<file path="src/rtl/eq_band_sched.sv">
// Equalizer band scheduler: one shared square/multiply/saturate pipeline walks all
// bands of a snapshotted sample and accumulates a saturated equalized output.
module eq_band_sched #(
    parameter int NUM_BANDS = 5,
    parameter int ACC_W     = 20
) (
    input  logic                    clk,
    input  logic                    rst,
    input  logic                    smpl_vld,
    input  logic [16*NUM_BANDS-1:0] aud_bus,
    input  logic [12*NUM_BANDS-1:0] pot_bus,
    input  logic                    clr_ovr,
    output logic [15:0]             eq_out,
    output logic                    eq_vld,
    output logic                    busy,
    output logic                    overrun
);
    localparam int IW = (NUM_BANDS > 1) ? $clog2(NUM_BANDS) : 1;
    localparam int CW = (IW < 2) ? 2 : IW;

    localparam logic [1:0] IDLE  = 2'd0;
    localparam logic [1:0] ISSUE = 2'd1;
    localparam logic [1:0] DRAIN = 2'd2;
    localparam logic [1:0] DONE  = 2'd3;

    localparam logic signed [ACC_W-1:0] OUT_MAX = 32767;
    localparam logic signed [ACC_W-1:0] OUT_MIN = -32768;

    logic [1:0]                  state;
    logic [CW-1:0]               cnt;
    logic [IW-1:0]               idx;
    logic [NUM_BANDS-1:0][15:0]  aud_r;
    logic [NUM_BANDS-1:0][11:0]  pot_r;
    logic [23:0]                 sq;
    logic signed [15:0]          aud1;
    logic signed [28:0]          prod;
    logic [1:0]                  vld_pipe;
    logic signed [ACC_W-1:0]     acc;

    logic                        accept, drop;
    logic signed [12:0]          scale;
    logic signed [28:0]          scale_x, aud_x;
    logic signed [15:0]          band_res;
    logic signed [ACC_W-1:0]     band_ext;
    logic [15:0]                 acc_clip;

    assign idx     = cnt[IW-1:0];
    assign busy    = (state == ISSUE) || (state == DRAIN);
    assign accept  = smpl_vld && ((state == IDLE) || (state == DONE));
    assign drop    = smpl_vld && busy;

    assign scale   = {1'b0, sq[23:12]};
    assign scale_x = scale;
    assign aud_x   = aud1;

    // prod[28:25] not all equal means the band value does not fit in 16 bits after >>10
    always_comb begin
        band_res = prod[25:10];
        if (prod[28:25] != {4{prod[28]}})
            band_res = prod[28] ? 16'sh8000 : 16'sh7FFF;
    end
    assign band_ext = band_res;

    always_comb begin
        acc_clip = acc[15:0];
        if (acc > OUT_MAX)      acc_clip = 16'h7FFF;
        else if (acc < OUT_MIN) acc_clip = 16'h8000;
    end

    always_ff @(posedge clk) begin
        if (rst) begin
            state    <= IDLE;
            cnt      <= '0;
            aud_r    <= '0;
            pot_r    <= '0;
            sq       <= '0;
            aud1     <= '0;
            prod     <= '0;
            vld_pipe <= '0;
            acc      <= '0;
            eq_out   <= '0;
            eq_vld   <= 1'b0;
            overrun  <= 1'b0;
        end else begin
            eq_vld <= 1'b0;

            if (drop)         overrun <= 1'b1;
            else if (clr_ovr) overrun <= 1'b0;

            vld_pipe[0] <= (state == ISSUE);
            vld_pipe[1] <= vld_pipe[0];
            if (state == ISSUE) begin
                sq   <= 24'(pot_r[idx]) * 24'(pot_r[idx]);
                aud1 <= aud_r[idx];
            end
            if (vld_pipe[0])
                prod <= scale_x * aud_x;

            // The pipeline is empty whenever a sample is accepted, so clearing is safe
            if (accept)           acc <= '0;
            else if (vld_pipe[1]) acc <= acc + band_ext;

            if (accept) begin
                aud_r <= aud_bus;
                pot_r <= pot_bus;
            end

            case (state)
                IDLE: begin
                    if (accept) begin
                        state <= ISSUE;
                        cnt   <= '0;
                    end
                end
                ISSUE: begin
                    if (cnt == CW'(NUM_BANDS - 1)) begin
                        state <= DRAIN;
                        cnt   <= '0;
                    end else begin
                        cnt <= cnt + 1'b1;
                    end
                end
                DRAIN: begin
                    if (cnt == CW'(2)) begin
                        state  <= DONE;
                        cnt    <= '0;
                        eq_out <= acc_clip;
                        eq_vld <= 1'b1;
                    end else begin
                        cnt <= cnt + 1'b1;
                    end
                end
                default: begin
                    cnt   <= '0;
                    state <= accept ? ISSUE : IDLE;
                end
            endcase
        end
    end
endmodule

</file>
<file path="config.mk">
export PLATFORM = sky130hd
export DESIGN_NAME = eq_band_sched
export DESIGN_NICKNAME = d
export VERILOG_FILES = /design/src/rtl/eq_band_sched.sv
export SDC_FILE = /design/constraint.sdc
export NUM_CORES = 1
export LEC_CHECK = 0
export ABC_CLOCK_PERIOD_IN_PS = 8900
export CAP_MARGIN = 40
export CELL_PAD_IN_SITES_DETAIL_PLACEMENT = 1
export CELL_PAD_IN_SITES_GLOBAL_PLACEMENT = 1
export CORE_ASPECT_RATIO = 1.5
export CORE_MARGIN = 2
export CORE_UTILIZATION = 46
export DETAILED_ROUTE_END_ITERATION = 16
export GPL_TIMING_DRIVEN = 0
export PLACE_DENSITY_LB_ADDON = 0.15
export SETUP_SLACK_MARGIN = 0.5
export SLEW_MARGIN = 20
export SYNTH_ARGS = -nofsm -noshare
export SYNTH_HDL_FRONTEND = slang
export SYNTH_SLANG_ARGS = --single-unit
</file>
<file path="constraint.sdc">
create_clock -name clk -period 8.9 [get_ports clk]
set_input_delay 1.78 -clock clk [delete_from_list [all_inputs] [get_ports clk]]
set_output_delay 1.78 -clock clk [all_outputs]
set_load 0.05 [all_outputs]
</file>
# Word-level counts from Yosys, hierarchy flattened
# Cells that the tools add are included.
dict set report totals {
  regBits 254
}
dict set report op_classes {
  addsub 2
  multipliers 2
  n_lt_le_gt_ge 3
  n_eq_ne 9
  n_mux 20
  n_bitwise 1
  n_reduce_logical 10
}
# cell count
set ops {}
lappend ops {{16-bit two-way mux} 5}
lappend ops {{16-bit binary-select mux with 3-bit select} 1}
lappend ops {{12-bit binary-select mux with 3-bit select} 1}
lappend ops {{13-bit by 16-bit multiplier with 29-bit output} 1}
lappend ops {{12-bit by 12-bit multiplier with 24-bit output} 1}
lappend ops {{20-bit by 16-bit adder with 20-bit output} 1}
lappend ops {{20-bit by 16-bit > comparator with 1-bit output (second input constant)} 1}
lappend ops {{20-bit by 16-bit < comparator with 1-bit output (second input constant)} 1}
lappend ops {{12-bit two-way mux} 1}
lappend ops {{3-bit two-way mux} 3}
lappend ops {{3-bit case mux with 3 select lines} 1}
lappend ops {{2-bit two-way mux} 3}
lappend ops {{2-bit case mux with 3 select lines} 1}
lappend ops {{2-bit equality test (second input constant)} 2}
lappend ops {{3-bit by 4-bit < comparator with 1-bit output (second input constant)} 1}
lappend ops {{1-bit two-way mux} 4}
lappend ops {{2-bit by 1-bit inequality test with 1-bit output (second input constant)} 2}
lappend ops {{2-bit OR reduction} 2}
lappend ops {{3-bit by 1-bit adder with 3-bit output (second input constant)} 1}
lappend ops {{3-bit by 2-bit equality test with 1-bit output (second input constant)} 1}
lappend ops {{3-bit equality test (second input constant)} 1}
lappend ops {{3-bit inequality test} 1}
lappend ops {{3-bit AND reduction} 1}
lappend ops {{2-bit by 1-bit equality test with 1-bit output (second input constant)} 1}
lappend ops {{other kinds (7)} 9}

# Logic depth before layout (Yosys ltp)
dict set report depth {
  word_depth 5
  mapped_depth 29
  depth_no_buf 26
}

# Worst setup path before layout
# OpenSTA, ideal clock, no wires.
dict set report synth_path {
  kind {flip-flop to flip-flop}
  startpoint {register cnt[1]}
  endpoint {register sq[23]}
  setup_time_ps 95
  arrival_ps 6916
  required_time_ps 8805
  setup_slack_ps 1888
  path_stages_with_launch 29
  path_buffers 4
  synth_period_minus_slack_ps 7012
  cell_sequence {dfxtp_1 -> buf_2 -> buf_1 -> clkbuf_1 -> mux4_2 -> a22oi_1 -> clkbuf_1 -> inv_1 -> nand2_1 -> inv_1 -> fa_1 -> fa_1 -> inv_1 -> fa_1 -> inv_1 -> fa_1 -> inv_1 -> fa_1 -> inv_1 -> ha_1 -> and4_1 -> a21oi_1 -> o21ai_0 -> o31ai_4 -> o31ai_2 -> a21oi_2 -> a21oi_1 -> or4_1 -> o311ai_1}
}
dict set report synth_between {
  elab_chain_cells 3
}
# item line
set synth_lines {}
lappend synth_lines {{start: declaration} 30} ;# logic [CW-1:0] cnt;
lappend synth_lines {{start signal: assignment} 120} ;# cnt <= cnt + 1'b1;
lappend synth_lines {{start signal: assignment} 130} ;# cnt <= cnt + 1'b1;
lappend synth_lines {{12-bit binary-select mux with 3-bit select} 93} ;# sq <= 24'(pot_r[idx]) * 24'(pot_r[idx]);
lappend synth_lines {{12-bit two-way mux (implied by the code)} 93}
lappend synth_lines {{12-bit by 12-bit multiplier with 24-bit output} 93}
lappend synth_lines {{end signal: assignment} 93}
lappend synth_lines {{end: declaration} 34} ;# logic [23:0] sq;
# Every way passes these cells. The select of a mux whose other input is x is not followed.
# A chain may end at the register's enable or synchronous reset.

# Final worst setup path
# Same ends and word-level chain as after synthesis.

==> Flow_metrics.wiki <==
{| class="wikitable"
! Metric !! Value
|-
| Status || completed
|-
| Number of buffer and inverter instances along the worst setup path || 10
|-
| Crit path largest cell delay || 0.53 ns
|-
| Mean routed wirelength per cell || about 20 um
|-
| Buffer type at the clock tree root || clkbuf_16
|-
| Largest cells by area after synthesis || fa_1, dfxtp_1, ha_1
|-
| Highest-delay cell along the critical path || fa_1
|-
| Data arrival at the endpoint of the critical path || about 8.4 ns
|-
| Maximum clock frequency || 126 MHz
|-
| Die Area || 45800 um^2
|-
| Via count of the first global-routing pass || just under 20000
|-
| Setup repair after global routing missed its margin || false
|-
| Maximum root-to-sink buffer count || 3
|-
| Share of the clock period used by the worst path || 89.3%
|-
| Vias || about 17000
|-
| Floorplan die width || around 180 um
|-
| Post-synthesis instance area || 20300 um^2
|-
| Remaining DRCs || 0
|-
| Number of register bits inferred by synthesis || 232
|-
| Tightest Pin Transition || slightly above 0.8 ns
|-
| Fin crit period || ~7.9 ns
|-
| Std-Cell Core Area || around 44000 um^2
|-
| Final clock skew || 0.00858 ns
|-
| Initial Util || a little under half
|-
| Final worst-path setup slack || ~0.95 ns
|-
| Headroom to the max-slew limit || 44.7%
|-
| Top-level I/O count || between 150 and 200
|-
| Routed wl met3 || roughly 1500 um
|-
| Rows || 94
|-
| Post-CTS setup-driven buffer insertion count || 0
|-
| Initial antenna violation count || 2
|-
| Worst min path class || reg2reg
|-
| Worst IR drop on VDD || between 150 and 200 uV
|-
| Critical Path Fanout Max || 10
|-
| Number of setup violations in the final report || 0
|-
| TritonCTS buffer count || 25
|-
| Total met2 wirelength after detailed routing || ~35000 um
|-
| Mean cell area of the mapped netlist || approximately 8.6 um^2
|-
| Cell type with the highest aggregate area in the netlist || fa_1
|-
| Count of flip-flops with a built-in enable after synthesis || 0
|-
| Top cells by instance count after synthesis || nand2_1, inv_1, fa_1
|-
| Dominant combinational cell family by area after synthesis || adder cells
|-
| Wire length of the first global-routing pass || 99200 um
|-
| Port Buffers || ~160
|-
| Later-pin clock latency in the skew report || approximately 0.55 ns
|-
| Cell family with most CP delay || adder cells
|-
| Worst slack at placement || roughly 0.050 ns
|-
| Multiplexer fraction of the synthesized cell area || under 10%
|-
| PD cells || 185 nW/um^2
|-
| Seq/Total Area, Yosys || 22.9%
|-
| Synth-to-layout area growth || 16.1%
|-
| Synth async-reset ratio || 0%
|-
| Most frequently used flop master after synthesis || dfxtp_1
|-
| Number of iterations in the first detailed-routing pass || 4
|-
| Largest net degree at the start of global routing || 14
|-
| Startpoint class of the critical path || register
|-
| CTS tree || built
|-
| DRT Wirelength || 62100 um
|-
| Cell with the most instances after synthesis || nand2_1
|-
| Post-detailed-placement half-perimeter wirelength || about 52000 um
|-
| Area fraction in and, or, nand and nor cells after synthesis || 16.0%
|-
| Fraction of layout instances using a drive strength above 1 || 4.08%
|-
| Post-synthesis compound-gate area fraction || 11.2%
|-
| Final net count || between 3000 and 4000
|-
| Worst EP required || 9.35 ns
|-
| CP most frequent cell || inv_1
|-
| Reported leakage power || approximately 0.011 uW
|-
| Number of hold violations in the final report || 0
|-
| H-Tree Depth || 1
|-
| Iteration-0 DRC count of the detailed router || 609
|-
| Synth warnings || 0
|-
| Top Layer Used || met4
|-
| WS Path Type || reg2reg
|-
| Ratio of routed vias to standard cells || about 5.3
|-
| Clock Sink Count || 232
|-
| Overall die height || 261 um
|-
| Number of max-slew violations in the final report || 0
|-
| Count of unique library cells instantiated by Yosys || 66
|-
| M1 wire length || about 22000 um
|-
| Placer's final routability congestion estimate || 0.889
|-
| Post-Synthesis Cells || between 2000 and 2500
|-
| Critical path capture point type || register
|-
| Arithmetic-cell share of the synthesized area counting full adders, half adders and majority gates || 34.0%
|-
| Gr ovfl total || 0
|-
| Area share of xor/xnor cells in the synthesized design || 2.33%
|-
| All-Layer GR Usage || 27.7%
|-
| Nets in the synthesized netlist || ~2900
|-
| Number of nets with antenna violations after detailed routing || 0
|-
| Count of maximum capacitance violations || 0
|-
| Top-area cell type share of the netlist area || between 20% and 30%
|-
| Fin Setup TNS || 0 ns
|-
| Clock slew at reported path FFs || 0.06 ns
|}
per-stage QoR:
| step | utilization [%] | hold slack [ns] | instance area (um^2) | cells | total power [uW] |
|---|---|---|---|---|---|
| after floorplan | - | 0.432 | 20300 | 2362 | 2570 |
| after global placement | 51.7 | 0.439 | 22600 | 3100 | 3150 |
| after detailed placement | 51.7 | 0.446 | 22600 | 3102 | 3250 |
| after CTS | 53.8 | 0.454 | 23500 | 3148 | 4380 |
| after global routing | 53.8 | 0.465 | 23500 | 3148 | 4640 |
| final | 53.8 | 0.452 | 23600 | 3151 | 4350 |
path summary, 6_finish.rpt:
| check | from | end | slack, ns | cells past startpoint |
|---|---|---|---|---|
| hold reg to reg | aud_r[48] | aud_r[48] | 0.45 | 2 |
| hold / removal | aud_r[48] | aud_r[48] | 0.45 | 2 |
| setup / recovery | cnt[1] | sq[23] | 0.95 | 28 |
| setup reg to reg | cnt[1] | sq[23] | 0.95 | 28 |
cells by family after synthesis:
kind of cell               after synthesis
xor gates and xnor gates                54
buffers and inverters                  473
DFF                                    232
adders and majority gates              399
and+or+nand+nor                        758
muxes                                   68
AOI/OAI and AO/OA                      378
registers in the layout (all words and copies together), names as in the netlist:
name,flops
aud_r,80
pot_r,60
acc,20
prod,19
aud1,16
eq_out,16
sq,12
cnt,3
state,2
vld_pipe,2
eq_vld,1
overrun,1
cell usage in the layout (no fill, tap or decap), types with 4 or more instances in the layout:
cell type / count
ha_1: 144
nor2_1: 131
nand2_1: 466
clkbuf_16: 25
nand2b_1: 19
a211oi_1: 9
xor2_1: 18
nor2b_1: 8
a221oi_1: 17
a31oi_1: 4
fa_1: 255
o211ai_1: 4
o31ai_1: 6
mux2_2: 7
or2_2: 7
nand3_1: 4
o21ai_0: 54
a22oi_1: 7
clkbuf_1: 117
and3_1: 5
clkbuf_2: 5
mux2i_1: 39
buf_2: 6
mux4_2: 22
clkbuf_8: 9
nor3_1: 20
nand4_1: 5
a21oi_1: 209
a21o_1: 17
clkinv_2: 6
xnor2_1: 36
o21a_1: 14
inv_1: 341
and2_1: 77
clkdlybuf4s50_1: 162
o32ai_1: 4
o21bai_1: 5
dfxtp_1: 232
power breakdown:
group / switching [uW] / leakage (uW) / internal (uW) / total (uW)
clock: 448 / 0.000445 / 676 / 1120
sequential: 133 / 0.00190 / 1210 / 1340
combinational: 1210 / 0.00834 / 668 / 1880
layer usage:
layer	vias to the layer above	track usage, %
met4	0	14.3
li1	7872	-
met1	8402	27.6
met3	159	2.26
met2	326	56.4
met5	-	0
worst min-delay path, stage by stage (launching register included):
cell and delay [ns]:
dfxtp_1 0.31, nand2_1 0.05, a21oi_1 0.05
area by class of cell:
type / instances / area (um^2)
Timing Repair Buffer: 164 / 1630
Multi-Input combinational cell: 1657 / 13900
Antenna cell: 3 / 7.51
Buffer: 130 / 510
Fill cell: 5247 / 20200
Clock inverter: 11 / 136
Inverter: 343 / 1290
Tap cell: 576 / 721
Clock buffer: 35 / 753
Sequential cell: 232 / 4640
timing repair:
action                     in CTS  in global routing
resized for setup               2                 13
hold buffers                    0                  0
setup endpoints to repair       8                  6
No activity file was read; power rests on OpenSTA's default activity.
